==> src/rtl/inst_fetch_pkg.sv <==
`default_nettype none
// ============================================================================
//  Module      : inst_fetch_pkg
//  Description : Shared types and constants for the instruction fetch stage.
//                Holds the fetch FSM state encoding, the default filler
//                instruction and a small alignment helper.
//  Revision    : 1.0 - initial release
// ============================================================================
package inst_fetch_pkg;

    // Fetch FSM. DRAIN waits for the response of a killed request and drops it.
    typedef enum logic [1:0] {
        IDLE      = 2'd0,
        WAIT_GNT  = 2'd1,
        WAIT_DATA = 2'd2,
        DRAIN     = 2'd3
    } fetch_state_e;

    // addi x0,x0,0 - placed in the buffer for trapped (misaligned) fetches
    localparam logic [31:0] NOP_INST_DEFAULT = 32'h0000_0013;

    function automatic logic is_misaligned(input logic [1:0] low_bits);
        return (low_bits != 2'b00);
    endfunction

endpackage
`default_nettype wire

==> src/rtl/inst_fetch_if.sv <==
`default_nettype none
// ============================================================================
//  Module      : inst_fetch_if
//  Description : Bus bundle around the fetch stage: PC register handshake,
//                flush, instruction-memory request/response and the
//                valid/ready link to decode.
//  Modports    : master - the fetch stage itself
//                slave  - the environment (PC register, imem, decode)
//  Revision    : 1.0 - initial release
// ============================================================================
interface inst_fetch_if #(
    parameter int ADDR_W = 32
);
    // PC register side
    logic [ADDR_W-1:0] pc;
    logic              pc_valid;
    logic              pc_ready;
    logic              flush;
    // instruction memory side
    logic              imem_req;
    logic [ADDR_W-1:0] imem_addr;
    logic              imem_gnt;
    logic              imem_rvalid;
    logic [31:0]       imem_rdata;
    // decode side
    logic              if_valid;
    logic [ADDR_W-1:0] if_pc;
    logic [31:0]       if_inst;
    logic              if_exc;
    logic              if_ready;

    modport master (
        input  pc, pc_valid, flush, imem_gnt, imem_rvalid, imem_rdata, if_ready,
        output pc_ready, imem_req, imem_addr, if_valid, if_pc, if_inst, if_exc
    );

    modport slave (
        output pc, pc_valid, flush, imem_gnt, imem_rvalid, imem_rdata, if_ready,
        input  pc_ready, imem_req, imem_addr, if_valid, if_pc, if_inst, if_exc
    );

endinterface
`default_nettype wire

==> src/rtl/inst_fetch_fifo.sv <==
`default_nettype none
// ============================================================================
//  Module      : inst_fetch_fifo
//  Description : DEPTH-entry buffer of fetched {pc, inst, exc} words.
//                Push and pop in the same cycle are accepted even when full.
//                clear_i empties the buffer and wins over push/pop.
//  Ports       : clk, rst_n (sync, active-low), clear_i, push_i, data_i,
//                pop_i, data_o (zero when empty), full_o, empty_o, count_o
//  Revision    : 1.0 - initial release
// ============================================================================
module inst_fetch_fifo #(
    parameter int DEPTH = 2,
    parameter int WIDTH = 65
) (
    input  logic                     clk,
    input  logic                     rst_n,
    input  logic                     clear_i,
    input  logic                     push_i,
    input  logic [WIDTH-1:0]         data_i,
    input  logic                     pop_i,
    output logic [WIDTH-1:0]         data_o,
    output logic                     full_o,
    output logic                     empty_o,
    output logic [$clog2(DEPTH):0]   count_o
);
    localparam int PTR_W = $clog2(DEPTH);
    localparam int CNT_W = PTR_W + 1;

    logic [WIDTH-1:0] mem_q [DEPTH];
    logic [PTR_W-1:0] wr_ptr_q, wr_ptr_d;
    logic [PTR_W-1:0] rd_ptr_q, rd_ptr_d;
    logic [CNT_W-1:0] count_q, count_d;
    logic             w_push_ok, w_pop_ok;

    assign empty_o   = (count_q == '0);
    assign full_o    = (count_q == CNT_W'(DEPTH));
    assign count_o   = count_q;
    assign w_pop_ok  = pop_i & ~empty_o;
    // a simultaneous pop frees the slot the push needs
    assign w_push_ok = push_i & (~full_o | w_pop_ok);
    assign data_o    = empty_o ? '0 : mem_q[rd_ptr_q];

    always_comb begin
        wr_ptr_d = wr_ptr_q;
        rd_ptr_d = rd_ptr_q;
        count_d  = count_q;
        if (clear_i) begin
            wr_ptr_d = '0;
            rd_ptr_d = '0;
            count_d  = '0;
        end else begin
            // power-of-two depth: pointers wrap naturally
            if (w_push_ok) wr_ptr_d = wr_ptr_q + 1'b1;
            if (w_pop_ok)  rd_ptr_d = rd_ptr_q + 1'b1;
            count_d = count_q + CNT_W'(w_push_ok) - CNT_W'(w_pop_ok);
        end
    end

    always_ff @(posedge clk) begin
        if (!rst_n) begin
            wr_ptr_q <= '0;
            rd_ptr_q <= '0;
            count_q  <= '0;
        end else begin
            wr_ptr_q <= wr_ptr_d;
            rd_ptr_q <= rd_ptr_d;
            count_q  <= count_d;
        end
    end

    // storage needs no reset: data_o is masked while empty
    always_ff @(posedge clk) begin
        if (w_push_ok && !clear_i) begin
            mem_q[wr_ptr_q] <= data_i;
        end
    end

endmodule
`default_nettype wire

==> src/rtl/inst_fetch.sv <==
`default_nettype none
// ============================================================================
//  Module      : inst_fetch
//  Description : Fetch stage behind the PC register. Issues one imem request
//                at a time, buffers returned words tagged with their PC and
//                hands them to decode over valid/ready. Flush kills buffered
//                entries and any in-flight response.
//  Ports       : clk, rst_n (sync, active-low), bus (inst_fetch_if.master:
//                pc/pc_valid/pc_ready, flush, imem_*, if_*)
//  Macro       : INST_FETCH_MISALIGN_EN - when defined, a misaligned PC is not
//                fetched; a NOP entry with if_exc=1 is buffered instead. When
//                undefined, pc[1:0] is forced to 00 and if_exc is always 0.
//  Revision    : 1.0 - initial release
// ============================================================================
module inst_fetch
    import inst_fetch_pkg::*;
#(
    parameter int          DEPTH    = 2,
    parameter int          ADDR_W   = 32,
    parameter logic [31:0] NOP_INST = NOP_INST_DEFAULT
) (
    input  logic          clk,
    input  logic          rst_n,
    inst_fetch_if.master  bus
);
    localparam int                CNT_W     = $clog2(DEPTH) + 1;
    localparam int                ENT_W     = ADDR_W + 32 + 1;
    localparam logic [ADDR_W-1:0] WORD_MASK = ~ADDR_W'(3);
`ifdef INST_FETCH_MISALIGN_EN
    localparam bit                MISALIGN_EN = 1'b1;
`else
    localparam bit                MISALIGN_EN = 1'b0;
`endif

    fetch_state_e      state_q, state_d;
    logic [ADDR_W-1:0] addr_q, addr_d;
    // flush seen while waiting for grant: the granted response must be dropped
    logic              kill_q, kill_d;

    logic              w_outstanding, w_misaligned, w_issue;
    logic              w_push, w_pop, w_full, w_empty, w_head_exc;
    logic [CNT_W-1:0]  w_count, w_reserved;
    logic [ENT_W-1:0]  w_push_data, w_head;

    // a slot is reserved for the in-flight response so it can never overflow
    assign w_outstanding = (state_q != IDLE);
    assign w_reserved    = w_count + CNT_W'(w_outstanding);
    assign w_misaligned  = MISALIGN_EN && is_misaligned(bus.pc[1:0]);
    assign w_issue       = rst_n && (state_q == IDLE) && bus.pc_valid && !bus.flush
                           && !w_full && (w_reserved < CNT_W'(DEPTH));
    assign w_pop         = bus.if_valid && bus.if_ready && !bus.flush;

    always_comb begin
        state_d     = state_q;
        addr_d      = addr_q;
        kill_d      = kill_q;
        w_push      = 1'b0;
        w_push_data = {addr_q & WORD_MASK, bus.imem_rdata, 1'b0};
        case (state_q)
            IDLE: begin
                if (w_issue) begin
                    if (w_misaligned) begin
                        // trap entry goes straight into the buffer, no memory access
                        w_push      = 1'b1;
                        w_push_data = {bus.pc, NOP_INST, 1'b1};
                    end else begin
                        addr_d  = bus.pc;
                        kill_d  = 1'b0;
                        state_d = WAIT_GNT;
                    end
                end
            end
            WAIT_GNT: begin
                // request stays up even after a flush; memory may already own it
                if (bus.imem_gnt) begin
                    state_d = (bus.flush || kill_q) ? DRAIN : WAIT_DATA;
                    kill_d  = 1'b0;
                end else if (bus.flush) begin
                    kill_d  = 1'b1;
                end
            end
            WAIT_DATA: begin
                if (bus.imem_rvalid) begin
                    w_push  = !bus.flush;
                    state_d = IDLE;
                end else if (bus.flush) begin
                    state_d = DRAIN;
                end
            end
            DRAIN: begin
                if (bus.imem_rvalid) state_d = IDLE;
            end
            default: state_d = IDLE;
        endcase
    end

    always_ff @(posedge clk) begin
        if (!rst_n) begin
            state_q <= IDLE;
            addr_q  <= '0;
            kill_q  <= 1'b0;
        end else begin
            state_q <= state_d;
            addr_q  <= addr_d;
            kill_q  <= kill_d;
        end
    end

    inst_fetch_fifo #(
        .DEPTH (DEPTH),
        .WIDTH (ENT_W)
    ) u_fifo (
        .clk     (clk),
        .rst_n   (rst_n),
        .clear_i (bus.flush),
        .push_i  (w_push),
        .data_i  (w_push_data),
        .pop_i   (w_pop),
        .data_o  (w_head),
        .full_o  (w_full),
        .empty_o (w_empty),
        .count_o (w_count)
    );

    assign bus.pc_ready  = w_issue;
    assign bus.imem_req  = (state_q == WAIT_GNT);
    assign bus.imem_addr = addr_q & WORD_MASK;
    assign bus.if_valid  = !w_empty;
    assign bus.if_pc     = w_head[ENT_W-1 -: ADDR_W];
    assign bus.if_inst   = w_head[32:1];
    assign w_head_exc    = w_head[0];
    assign bus.if_exc    = w_head_exc & MISALIGN_EN;

endmodule
`default_nettype wire

==> src/flat_wrapper.sv <==
// flat-port wrapper written by rule: the top's interface ports become plain ports
module inst_fetch_flat import inst_fetch_pkg::*;
#(
    parameter int          DEPTH    = 2,
    parameter int          ADDR_W   = 32,
    parameter logic [31:0] NOP_INST = NOP_INST_DEFAULT
)
  (clk, rst_n, bus_pc, bus_pc_valid, bus_flush, bus_imem_gnt, bus_imem_rvalid, bus_imem_rdata, bus_if_ready, bus_pc_ready, bus_imem_req, bus_imem_addr, bus_if_valid, bus_if_pc, bus_if_inst, bus_if_exc);
  inst_fetch_if #(.ADDR_W(ADDR_W)) bus_i ();
  input  logic clk;
  input  logic rst_n;
  input wire logic [$bits(bus_i.pc)-1:0] bus_pc;
  input wire logic [$bits(bus_i.pc_valid)-1:0] bus_pc_valid;
  input wire logic [$bits(bus_i.flush)-1:0] bus_flush;
  input wire logic [$bits(bus_i.imem_gnt)-1:0] bus_imem_gnt;
  input wire logic [$bits(bus_i.imem_rvalid)-1:0] bus_imem_rvalid;
  input wire logic [$bits(bus_i.imem_rdata)-1:0] bus_imem_rdata;
  input wire logic [$bits(bus_i.if_ready)-1:0] bus_if_ready;
  output wire logic [$bits(bus_i.pc_ready)-1:0] bus_pc_ready;
  output wire logic [$bits(bus_i.imem_req)-1:0] bus_imem_req;
  output wire logic [$bits(bus_i.imem_addr)-1:0] bus_imem_addr;
  output wire logic [$bits(bus_i.if_valid)-1:0] bus_if_valid;
  output wire logic [$bits(bus_i.if_pc)-1:0] bus_if_pc;
  output wire logic [$bits(bus_i.if_inst)-1:0] bus_if_inst;
  output wire logic [$bits(bus_i.if_exc)-1:0] bus_if_exc;
  assign bus_i.pc = bus_pc;
  assign bus_i.pc_valid = bus_pc_valid;
  assign bus_i.flush = bus_flush;
  assign bus_i.imem_gnt = bus_imem_gnt;
  assign bus_i.imem_rvalid = bus_imem_rvalid;
  assign bus_i.imem_rdata = bus_imem_rdata;
  assign bus_i.if_ready = bus_if_ready;
  assign bus_pc_ready = bus_i.pc_ready;
  assign bus_imem_req = bus_i.imem_req;
  assign bus_imem_addr = bus_i.imem_addr;
  assign bus_if_valid = bus_i.if_valid;
  assign bus_if_pc = bus_i.if_pc;
  assign bus_if_inst = bus_i.if_inst;
  assign bus_if_exc = bus_i.if_exc;
  inst_fetch #(.DEPTH(DEPTH), .ADDR_W(ADDR_W), .NOP_INST(NOP_INST)) u_core (.clk(clk), .rst_n(rst_n), .bus(bus_i));
endmodule
==> config.mk <==
export PLATFORM = sky130hd
export DESIGN_NAME = inst_fetch_flat
export DESIGN_NICKNAME = d
export VERILOG_FILES = /design/src/rtl/inst_fetch_pkg.sv /design/src/rtl/inst_fetch_if.sv /design/src/rtl/inst_fetch_fifo.sv /design/src/rtl/inst_fetch.sv /design/src/flat_wrapper.sv
export SDC_FILE = /design/constraint.sdc
export NUM_CORES = 1
export LEC_CHECK = 0
export BUFFER_PORTS_ARGS = -buffer_cell sky130_fd_sc_hd__buf_2
export CORE_ASPECT_RATIO = 1.1
export CORE_MARGIN = 3
export CORE_UTILIZATION = 35
export CTS_CLUSTER_SIZE = 10
export DETAILED_ROUTE_END_ITERATION = 10
export PLACE_DENSITY = 0.57
export SLEW_MARGIN = 15
export SYNTH_ARGS = -nofsm -noshare
export SYNTH_HDL_FRONTEND = slang
export SYNTH_SLANG_ARGS = --single-unit
==> constraint.sdc <==
create_clock -name clk -period 6.3 [get_ports clk]
set_input_delay 0.315 -clock clk [delete_from_list [all_inputs] [get_ports clk]]
set_output_delay 0.315 -clock clk [all_outputs]
set_load 0.02 [all_outputs]
# Word-level counts from Yosys, hierarchy flattened
# Memory sizes are Yosys's and may differ from the RTL's. A register that Yosys moved wholly into a read port is not among the register bits.
# Index checks and enable logic that the tools add are counted.
dict set report op_classes {
  addsub 5
  multipliers 0
  n_div 0
  n_lt_le_gt_ge 1
  eq_ne 9
  shift 0
  muxes 18
  bitwise_logic 6
  n_reduce_logical 20
}
# op count
set op_table {}
lappend op_table {{$mux 65} 1}
lappend op_table {{$mux 1} 10}
lappend op_table {{$mux 2} 5}
lappend op_table {{$logic_and 1x1->1} 8}
lappend op_table {{$pmux 2 s4} 1}
lappend op_table {{$eq 2x2->1 const B} 3}
lappend op_table {{$ne 2x2->1 const B} 3}
lappend op_table {{$ne 3x3->1 const B} 2}
lappend op_table {{$add 2x1->2} 2}
lappend op_table {{$logic_not 2->1} 2}
lappend op_table {{$reduce_and 4->1} 1}
lappend op_table {{$reduce_bool 2->1} 2}
lappend op_table {{$logic_not 1->1} 3}
lappend op_table {{$not 1->1} 3}
lappend op_table {{$reduce_and 3->1} 1}
lappend op_table {{$add 1x1->1 const B} 2}
lappend op_table {{$and 1x1->1} 2}
lappend op_table {{$eq 2x1->1 const B} 1}
lappend op_table {{$lt 2x2->1 const B} 1}
lappend op_table {{$pmux 1 s2} 1}
lappend op_table {{$reduce_and 2->1} 1}
lappend op_table {{$reduce_or 2->1} 1}
lappend op_table {{$sub 2x1->2} 1}
lappend op_table {{$logic_or 1x1->1} 1}
lappend op_table {{$or 1x1->1} 1}
dict set report word_totals {
  register_bits 39
  latch_bits 0
  mem_bits_rw 124
  rom_bits 0
  input_bits 71
  out_inout_bits 100
  word_cells 66
  mem_count 1
}
# name depth width rd rd_ports_with_merged_regs wr line
set mem_list {}
lappend mem_list {u_core.u_fifo.mem_q 2 62 1 1 1 inst_fetch_fifo.sv:29} ;# logic [WIDTH-1:0] mem_q [DEPTH];

# Longest topological paths before layout
# Gate-level depths: netlist (run 1).
dict set report logic_depth {
  ltp_word 10
  depth_mapped 8
  mapped_depth_nobuf 8
}

# Modules after synthesis
# From an unflattened synthesis (run 1), not the netlist that was laid out.
dict set report hier_totals {
  hier_cells 463
  hier_area_um2 6461.2
}
# module n_inst cells_each area_per_inst_um2 seq_area_each_um2
set by_module_without_submodules {}
lappend by_module_without_submodules {inst_fetch_fifo 1 304 5119.9 4003.8}
lappend by_module_without_submodules {inst_fetch 1 159 1341.3 660.6}

# Least setup slack after synthesis (run 1)
# No wires, ideal clock.
dict set report synth_path {
  kind {reg2reg}
  start {reg u_core.u_fifo.count_q[1] (netlist: u_core.u_fifo.count_o[1])}
  end {mem u_core.u_fifo.mem_q[0][0] (netlist name) (enable)}
  setup_ns 0.482
  arrival_ns 3.328
  required_time_ns 5.818
  setup_slack_ns 2.490
  path_stages_with_launch 4
  path_buffers 0
  period_less_slack_ns 3.810
  cell_sequence {dfxtp_1 or3b_2 nand4_1 nor2_1}
}
dict set report synth_via {
  elab_chain_cells 10
  word_cells_on_any_way 13
  cone_classes {eq/ne: 1; mux: 2; bitwise: 5; reduce/logical: 5}
}
# item line
set synth_rtl {}
lappend synth_rtl {{start, declared} inst_fetch_fifo.sv:32} ;# logic [CNT_W-1:0] count_q, count_d;
lappend synth_rtl {{start signal, assigned} inst_fetch_fifo.sv:67} ;# count_q <= count_d;
lappend synth_rtl {{$logic_not 2->1} inst_fetch_fifo.sv:35} ;# assign empty_o = (count_q == '0);
lappend synth_rtl {{$logic_not 1->1} inst_fetch.sv:128} ;# assign bus.if_valid = !w_empty;
lappend synth_rtl {{$logic_and 1x1->1 (2 in series)} inst_fetch.sv:51} ;# assign w_pop = bus.if_valid && bus.if_ready && !bus.flush;
lappend synth_rtl {{$and 1x1->1} inst_fetch_fifo.sv:38} ;# assign w_pop_ok = pop_i & ~empty_o;
lappend synth_rtl {{$or 1x1->1 *} inst_fetch_fifo.sv:40} ;# assign w_push_ok = push_i & (~full_o | w_pop_ok);
lappend synth_rtl {{$and 1x1->1 *} inst_fetch_fifo.sv:40}
lappend synth_rtl {{$logic_and 1x1->1 *} inst_fetch_fifo.sv:73} ;# if (w_push_ok && !clear_i) begin
lappend synth_rtl {{$mux 1 *} inst_fetch_fifo.sv:73}
lappend synth_rtl {{$mux 1 (not written as such) *} inst_fetch_fifo.sv:74} ;# mem_q[wr_ptr_q] <= data_i;
lappend synth_rtl {{end, declared} inst_fetch_fifo.sv:29}
# Every way passes the cells marked *; elsewhere a longest branch is shown, timed or not.

# Worst setup path in the final report (run 1)
dict set report layout_path {
  start {reg u_core.u_fifo.count_q[1] (netlist: u_core.u_fifo.count_o[1])}
  end {mem u_core.u_fifo.mem_q[0][2] (netlist name) (enable)}
}
# Same word-level chain as after synthesis.

==> impl_metrics.tcl, run 1 <==
set metrics [dict create \
    timing.rr.start "u_core.u_fifo.count_o[1]" \
    diodes 0 \
    synth_most_common_cell "edfxtp_1" \
    syn_to_final_growth_pct 26.7 \
    worst_pin_slew_ps 1110 \
    end_kind "flop" \
    die-height_um 146 \
    synth_flop_cell "edfxtp_1" \
    cts_buffers 17 \
    fillers 1615 \
    synth_warnings 0 \
    htree_num_levels 4 \
    grtUsageTotal_pct 13.3 \
    post-route-util_pct 46.0 \
    endpoint "u_core.u_fifo.mem_q[0][2]" \
    cts_root_buf "clkbuf_16" \
    netlist_area_um2 6260 \
    post_cts_buffers 0 \
    synthTopCellsByCount "edfxtp_1, mux2i_1, nor2_1, dfxtp_1, inv_1" \
    crit_start "u_core.u_fifo.count_o[1]" \
    wl_per_cell_um 14.8 \
    setup_violations 0 \
    drc 0 \
    synth_edf_count 124 \
    fin_nets 679 \
    async_flop_share_pct 0 \
    rsz0062_at_grt "false" \
    drt-vias-per-instance 4.42 \
    grt_max_degree 64 \
    ir_drop_uv 162 \
    io_pins 171 \
    slew_headroom_pct 25.9 \
    p_leak_uw 0.00340 \
    numClockSinks 162 \
    port_buffers 163 \
    die-area_um2 19500 \
    path_clk_slew_ps 60 \
    ys_top_cells_by_area "edfxtp_1, mux2i_1, dfxtp_1" \
    seq_area_frac_synth_pct 71.6 \
    avgSynthCellArea_um2 14.2 \
    fp.dieW_um 134 \
    crit_type "reg2reg" \
    clock_latency_ps 410 \
    outcome "finished clean" \
    start_kind "flop" \
    r2r-end "u_core.u_fifo.mem_q[0][2]" \
    finalCritPeriodShare_pct 42.2 \
    gp_congestion 0.737 \
    total_power_uw 2380 \
    start_util_pct 36.3 \
    dr.pass1.iters 4 \
    fmax_mhz 376 \
    tritoncts "yes" \
    hold_buffers 0 \
    min_period_ps 2660 \
    synth_cell_types 28 \
    crit_fanout 38 \
    cpMaxStageDelayCell "nor2_4" \
    drt_iter0_drc 179 \
    path_cells "or3b_2, nand4_1, nor2_4, buf_4" \
    ys_ff_latch 162 \
    final.setup.tns_ps 0 \
    placementRows 50 \
    yosysTopAreaCellShare_pct 59.4 \
    syn_inst 442 \
    ctsLongestPathBuffers 2 \
    grt_pass1_vias 3926 \
    worstRegToRegCells 4 \
    synth_top_area_cell "edfxtp_1" \
    final_layout_size_suffix_gt1_share_pct 32.6 \
    grt_pass1_wl_mm 20.3 \
    worst_ep_required_time_ps 6340 \
    grt-ovfl-total 0 \
    wirelength_mm 12.6 \
    arrival_ps 2700 \
    vias 3773 \
    cap_violations 0 \
    fin_skew_ps 6.30 \
    detail-route-antenna-nets 0 \
    hp-class "in2reg" \
    final_max_slew_viol_count 0 \
    final_hold_viol_count 0 \
    coreArea_um2 17300 \
    dp_hpwl_mm 8.10 \
    powerDensity_nw_per_um2 300 \
    cts-resized-gates 0 \
    max_stage_delay_ps 760 \
    antenna_found_initial 0 \
    rrSetupSlack_ps 3640 \
]
layout by cell type, fill, tap and decap left out, drive strengths merged, types with 3 or more instances in the layout:
master	instances
nor2	71
nand2	31
buf	166
dfxtp	38
mux2i	93
conb	5
clkinv	5
nor2b	3
edfxtp	124
inv	39
bufinv	5
clkbuf	19
stage by stage:
stage | instance area (um2) | hold WS (ps) | instances | setup WS, ps
after detailed placement | 7290 | 463 | 821 | 3490
after global routing | 7940 | 65.5 | 853 | 3460
final | 7940 | 91.6 | 853 | 3640
after floorplan | 6280 | 414 | 446 | 2490
after CTS | 7930 | 62.1 | 853 | 3410
after global placement | 7290 | 453 | 821 | 3530
power by group:
part	total, uW	internal, uW	leakage [uW]	switching [uW]
clock network	1100	705	0.000311	400
logic	95.8	38.5	0.00162	57.2
registers	1180	1160	0.00147	13.2
cells by family (layout without fill, tap and decap cells):
kind of cell               count (synthesis)  count (layout)  synth area share (%)
xor gates and xnor gates                   2               2                 0.280
DFF                                      162             162                  71.6
other                                      1               5                0.0599
and+or+nand+nor                          114             114                  7.55
muxes                                     93              93                  14.9
adders and majority gates                  2               2                 0.399
buffers and inverters                     61             234                  4.47
AOI/OAI and AO/OA                          7               7                 0.799
state kept, by name (all words and copies together) (netlist names), named ones only:
signal,cells
u_core.kill_q,1
u_core.u_fifo.mem_q,124
u_core.u_fifo.rd_ptr_q,1
u_core.state_q,2
u_core.u_fifo.wr_ptr_q,1
u_core.u_fifo.count_o,2
u_core.addr_q,30
cell type report:
type                            instances  area [um2]  area share (%)
Clock buffer                           19         433            5.45
Clock inverter                         13         206            2.60
Inverter                               36         135            1.70
Multi-Input combinational cell        223        1550            19.5
Sequential cell                       162        4490            56.5
Tap cell                              234         293            3.69
Timing Repair Buffer                  166         838            10.6
critical path: cells and delay by family, from the launching register on:
family | cells | cell delay, ps
buffers and inverters | 1 | 580
flip-flops | 1 | 370
AND/OR/NAND/NOR | 3 | 1290
worst min-delay path by stage:
| stage | from | to | slack [ps] | depth (start not counted) |
|---|---|---|---|---|
| 2_1_floorplan | bus_imem_rdata[0] | u_core.u_fifo.mem_q[0][0] | 410 | 0 |
| 3_3_place_gp | u_core.addr_q[27] | u_core.u_fifo.mem_q[0][57] | 450 | 0 |
| 3_5_place_dp | u_core.addr_q[21] | u_core.u_fifo.mem_q[1][51] | 460 | 0 |
| 4_1_cts | bus_imem_rdata[5] | u_core.u_fifo.mem_q[0][5] | 60 | 1 |
| 5_1_grt | bus_imem_rdata[28] | u_core.u_fifo.mem_q[0][28] | 70 | 1 |
| 6_report | bus_imem_rdata[26] | u_core.u_fifo.mem_q[0][26] | 90 | 1 |
layer usage:
layer	GRT usage, %	vias to the layer above	share of wire (%)
met2	22.3	124	49
met3	3.48	17	4.9
li1	-	1859	-
met4	5.76	0	1.9
met5	0	-	0
met1	16.2	1773	44
Note: power is estimated with default switching activity, not from simulation.
==> run 2: changes to the inputs <==
--- a/config.mk
+++ b/config.mk
@@ -11,7 +11,7 @@
 export CORE_UTILIZATION = 35
 export CTS_CLUSTER_SIZE = 10
 export DETAILED_ROUTE_END_ITERATION = 10
-export PLACE_DENSITY = 0.57
+export PLACE_DENSITY = 0.59
 export SLEW_MARGIN = 15
 export SYNTH_ARGS = -nofsm -noshare
 export SYNTH_HDL_FRONTEND = slang
==> constraint.sdc (replaced) <==
create_clock -name clk -period 2.35 [get_ports clk]
set_input_delay 0.1175 -clock clk [delete_from_list [all_inputs] [get_ports clk]]
set_output_delay 0.1175 -clock clk [all_outputs]
set_load 0.02 [all_outputs]
==> run 2 against run 1 <==
Effect of this change:
- sequential power grew to 2.7 times the previous value
- global-route usage grew 0.84 points
- total power grew to 2.6 times the previous value
- maximum frequency grew 23%
- worst setup slack lost 3500 ps
- critical path type unchanged
- highest routed layer unchanged
==> impl_metrics.tcl, run 2 (same netlist as run 1, synthesis figures left out) <==
set metrics [dict create \
    drt_iter0_drc 125 \
    coreArea_um2 17300 \
    htree_num_levels 4 \
    crit_fanout 42 \
    outcome "finished clean" \
    antenna_found_initial 0 \
    p_leak_uw 0.00367 \
    cts_root_buf "clkbuf_16" \
    final_layout_size_suffix_gt1_share_pct 30.8 \
    drt-vias-per-instance 4.41 \
    top_register "u_core.u_fifo.mem_q" \
    port_buffers 163 \
    arrival_ps 2260 \
    endpoint "u_core.u_fifo.mem_q[1][59]" \
    critPathTopFamily "simple AND/OR/NAND/NOR gates" \
    syn_to_final_growth_pct 37.6 \
    busiest_layer "met2" \
    detail-route-antenna-nets 0 \
    placementRows 50 \
    min_period_ps 2170 \
    path_clk_slew_ps 60 \
    drc 0 \
    rsz0062_at_grt "false" \
    crit_type "reg2reg" \
    largest_reg_flops 124 \
    powerDensity_nw_per_um2 727 \
    cpMaxStageDelayCell "nor2_4" \
    final_common_cell "buf_2" \
    path_buf_inv 1 \
    post-route-util_pct 49.9 \
    clock_latency_ps 410 \
    reg.largest.list "u_core.u_fifo.mem_q: 124 flops, u_core.addr_q: 30 flops" \
    setup_violations 0 \
    diodes 0 \
    die-area_um2 19500 \
    total_power_uw 6260 \
    met3_usage_pct 3.96 \
    instances_no_fill 919 \
    worst_pin_slew_ps 678 \
    wirelength_mm 13.5 \
    start_util_pct 36.3 \
    io_pins 171 \
    fp.dieW_um 134 \
    rrSetupSlack_ps 180 \
    cts_buffers 17 \
    grt_pass1_vias 4245 \
    crit_start "u_core.u_fifo.count_o[1]" \
    ctsLongestPathBuffers 2 \
    final_max_slew_viol_count 0 \
    grt_pass1_wl_mm 21.6 \
    wl_per_cell_um 14.7 \
    die-height_um 146 \
    tritoncts "yes" \
    post_cts_buffers 0 \
    met2_usage_pct 25.4 \
    use_met1_pct 16.0 \
    numClockSinks 162 \
    grt-ovfl-total 0 \
    fin_skew_ps 7.85 \
    fin_nets 745 \
    timing.rr.start "u_core.u_fifo.count_o[1]" \
    grt_max_degree 64 \
    finalCritPeriodShare_pct 92.3 \
    mostFrequentLayoutCells "buf_2, edfxtp_1, mux2i_1" \
    ir_drop_uv 532 \
    dr.pass1.iters 4 \
    slew_headroom_pct 54.7 \
    fmax_mhz 461 \
    final_hold_viol_count 0 \
    r2r-end "u_core.u_fifo.mem_q[1][59]" \
    hp-class "in2reg" \
    gp_congestion 0.760 \
    crit_cells 4 \
    max_stage_delay_ps 650 \
    worstRegToRegCells 4 \
    path_cells "or3b_2, nand4_1, nor2_4, buf_12" \
    start_kind "flop" \
    worst_ep_required_time_ps 2440 \
    vias 4051 \
    end_kind "flop" \
    place_inst 824 \
    cap_violations 0 \
    grtUsageTotal_pct 14.1 \
    dp_hpwl_mm 8.52 \
]
==> run 2: layout make-up <==
cell class              count  area [um2]
repair buffers            232        1550
multi-input cells         223        1540
well taps                 234         293
flip-flops and latches    162        4490
fillers                  1516        8650
inverters                  36         135
clock inverters             9        91.3
clock buffers              23         519
==> run 2: how the worst min path moves through the flow <==
stage | start | endpoint | cells after the start
after global routing | bus_imem_rvalid | u_core.state_q[0] | 3
after floorplan | bus_imem_rdata[0] | u_core.u_fifo.mem_q[0][0] | 0
after global placement | bus_imem_rdata[31] | u_core.u_fifo.mem_q[1][31] | 1
after detailed placement | bus_imem_rdata[20] | u_core.u_fifo.mem_q[0][20] | 1
after CTS | bus_imem_rvalid | u_core.state_q[0] | 3
final | bus_imem_rvalid | u_core.state_q[0] | 3
==> run 2: power by group <==
part	internal, uW	total, uW	switching, uW
registers	3120	3160	36.9
clock network	1670	2760	1090
logic	175	345	170
total	4970	6260	1290
==> run 2: stage by stage <==
stage	instance area (um2)	setup WS (ps)	hold WS [ps]	setup TNS, ps
after global placement	7380	142	309	0
after CTS	8620	91.4	26.4	0
after global routing	8620	21.0	34.3	0
final	8620	182	50.1	0
after floorplan	6280	-456	216	-56500
after detailed placement	7380	107	309	0
==> run 2: worst register-to-register path, delay by kind of cell (launching register included) <==
family,cells,cell delay [ps]
AND/OR/NAND/NOR,3,1130
buffers and inverters,1,330
flip-flops,1,350
==> run 2: repair_timing <==
action,in CTS,in global routing
hold buffers,63,0
hold endpoints to repair,95,0
setup endpoints to repair,0,54
resized for setup,0,2
==> run 2: layer usage <==
metal / up-vias / wire, um
li1: 1985 / -
met1: 1919 / 5570
met2: 126 / 6940
met3: 21 / 730
met4: 0 / 234
met5: - / 0
==> run 3: changes to the inputs <==
--- a/config.mk
+++ b/config.mk
@@ -11,7 +11,7 @@
 export CORE_UTILIZATION = 35
 export CTS_CLUSTER_SIZE = 10
 export DETAILED_ROUTE_END_ITERATION = 10
-export PLACE_DENSITY = 0.59
+export PLACE_DENSITY = 0.6
 export SLEW_MARGIN = 15
 export SYNTH_ARGS = -nofsm -noshare
 export SYNTH_HDL_FRONTEND = slang
==> run 3 against run 2 <==
Effect of this change:
- maximum frequency increased by 7.5%
- sequential share of layout area increased by 0.11 points
- non-clock buffer count increased by 7
- critical path depth increased by 5
- die area unchanged
- via count increased by 0.67%
- critical endpoint is now u_core.u_fifo.count_o[1]
==> impl_metrics.tcl, run 3 (same netlist as run 1, synthesis figures left out) <==
set metrics [dict create \
    antenna_found_initial 0 \
    htree_num_levels 4 \
    powerDensity_nw_per_um2 689 \
    mostFrequentLayoutCells "buf_2, edfxtp_1, mux2i_1" \
    grt_pass1_wl_mm 21.3 \
    crit_type "reg2reg" \
    place_inst 829 \
    dp_hpwl_mm 8.48 \
    arrival_ps 2310 \
    cap_violations 0 \
    drt_iter0_drc 163 \
    wirelength_mm 13.6 \
    rsz0062_at_grt "false" \
    fin_skew_ps 6.89 \
    port_buffers 163 \
    met1_length_mm 5.86 \
    grtUsageTotal_pct 13.9 \
    final_max_slew_viol_count 0 \
    wl_met3_um 622 \
    vias 4078 \
    wl_met2_mm 7.01 \
    fin_hold_ws_ps 66.3 \
    cts_root_buf "clkbuf_16" \
    syn_to_final_growth_pct 37.2 \
    wl_per_cell_um 14.7 \
    tritoncts "yes" \
    clock_latency_ps 410 \
    fmax_mhz 496 \
    gp_congestion 0.786 \
    finalCritPeriodShare_pct 85.8 \
    ctsLongestPathBuffers 2 \
    fp.dieW_um 134 \
    cts_buffers 17 \
    placementRows 50 \
    outcome "finished clean" \
    worst_pin_slew_ps 982 \
    largest_reg_flops 124 \
    numClockSinks 162 \
    slew_headroom_pct 34.5 \
    final_common_cell "buf_2" \
    start_kind "flop" \
    diodes 0 \
    die-height_um 146 \
    path_clk_slew_ps 60 \
    grt_pass1_vias 4158 \
    instances_no_fill 928 \
    worst_ep_required_time_ps 2650 \
    min_period_ps 2020 \
    grt_max_degree 43 \
    reg.largest.list "u_core.u_fifo.mem_q: 124 flops, u_core.addr_q: 30 flops" \
    crit_fanout 5 \
    detail-route-antenna-nets 0 \
    dr.max_layer_used "met4" \
    worstRegToRegCells 9 \
    drc 0 \
    p_leak_uw 0.00366 \
    final_hold_viol_count 0 \
    fin_ws_ps 334 \
    end_kind "flop" \
    io_pins 171 \
    coreArea_um2 17300 \
    grt-ovfl-total 0 \
    hp-class "in2reg" \
    start_util_pct 36.3 \
    drt-vias-per-instance 4.39 \
    die-area_um2 19500 \
    fin_nets 754 \
    min_path_cells 3 \
    final_layout_size_suffix_gt1_share_pct 30.8 \
    top_register "u_core.u_fifo.mem_q" \
    dp_slack_ps 46.7 \
    setup_violations 0 \
    dr.pass1.iters 4 \
    ir_drop_uv 417 \
]
-- run 3: per-layer routing --
layer / vias up / GRT usage, %
li1: 2012 / -
met1: 1936 / 16.1
met2: 119 / 24.9
met3: 11 / 3.34
met4: 0 / 5.14
met5: - / 0
-- run 3: final timing paths --
check / from / end / slack, ps
worst max-delay path: u_core.u_fifo.count_o[1] / u_core.u_fifo.count_o[1] / 330
worst min-delay path: bus_imem_rvalid / u_core.state_q[0] / 70
worst max register to register: u_core.u_fifo.count_o[1] / u_core.u_fifo.count_o[1] / 330
worst min register to register: u_core.addr_q[6] / u_core.u_fifo.mem_q[1][36] / 480
-- run 3: timing repair --
action	4_1_cts	5_1_grt
endpoints found under the hold margin	95	0
hold buffers	63	0
resized for setup	0	0
setup endpoints to repair	0	72
setup buffers	0	2
-- run 3: worst max-delay path, stage by stage, from the launching register on --
cell and delay [ps]:
dfxtp_1 330, or3b_2 440, nand4_1 100, buf_4 160, ha_1 240, inv_1 60
ha_1 160, xor2_1 210, and2_1 160, nor3_1 40
-- run 3: through the flow --
stage               cell area [um2]  power (uW)  util (%)  TNS (ps)
detailed placement             7410        3480      42.9         0
finish                         8600        5930      49.8         0
global route                   8600        6180      49.8         0
global placement               7410        3470      42.9         0
CTS                            8570        6020      49.6         0
floorplan                      6280        3360         -    -56500
-- run 3: layout make-up --
class,count,area (um2)
fill,1510,8670
sequential,162,4490
timing repair buffer,239,1610
multi-input combinational,225,1550
clock buffer,21,460
tap,234,293
inverter,36,135
clock inverter,11,65.1
-- run 3: power by group --
part           internal (uW)  switching [uW]  leakage, uW
combinational            176             169      0.00194
clock                   1390            1030     0.000257
sequential              3120            35.8      0.00147
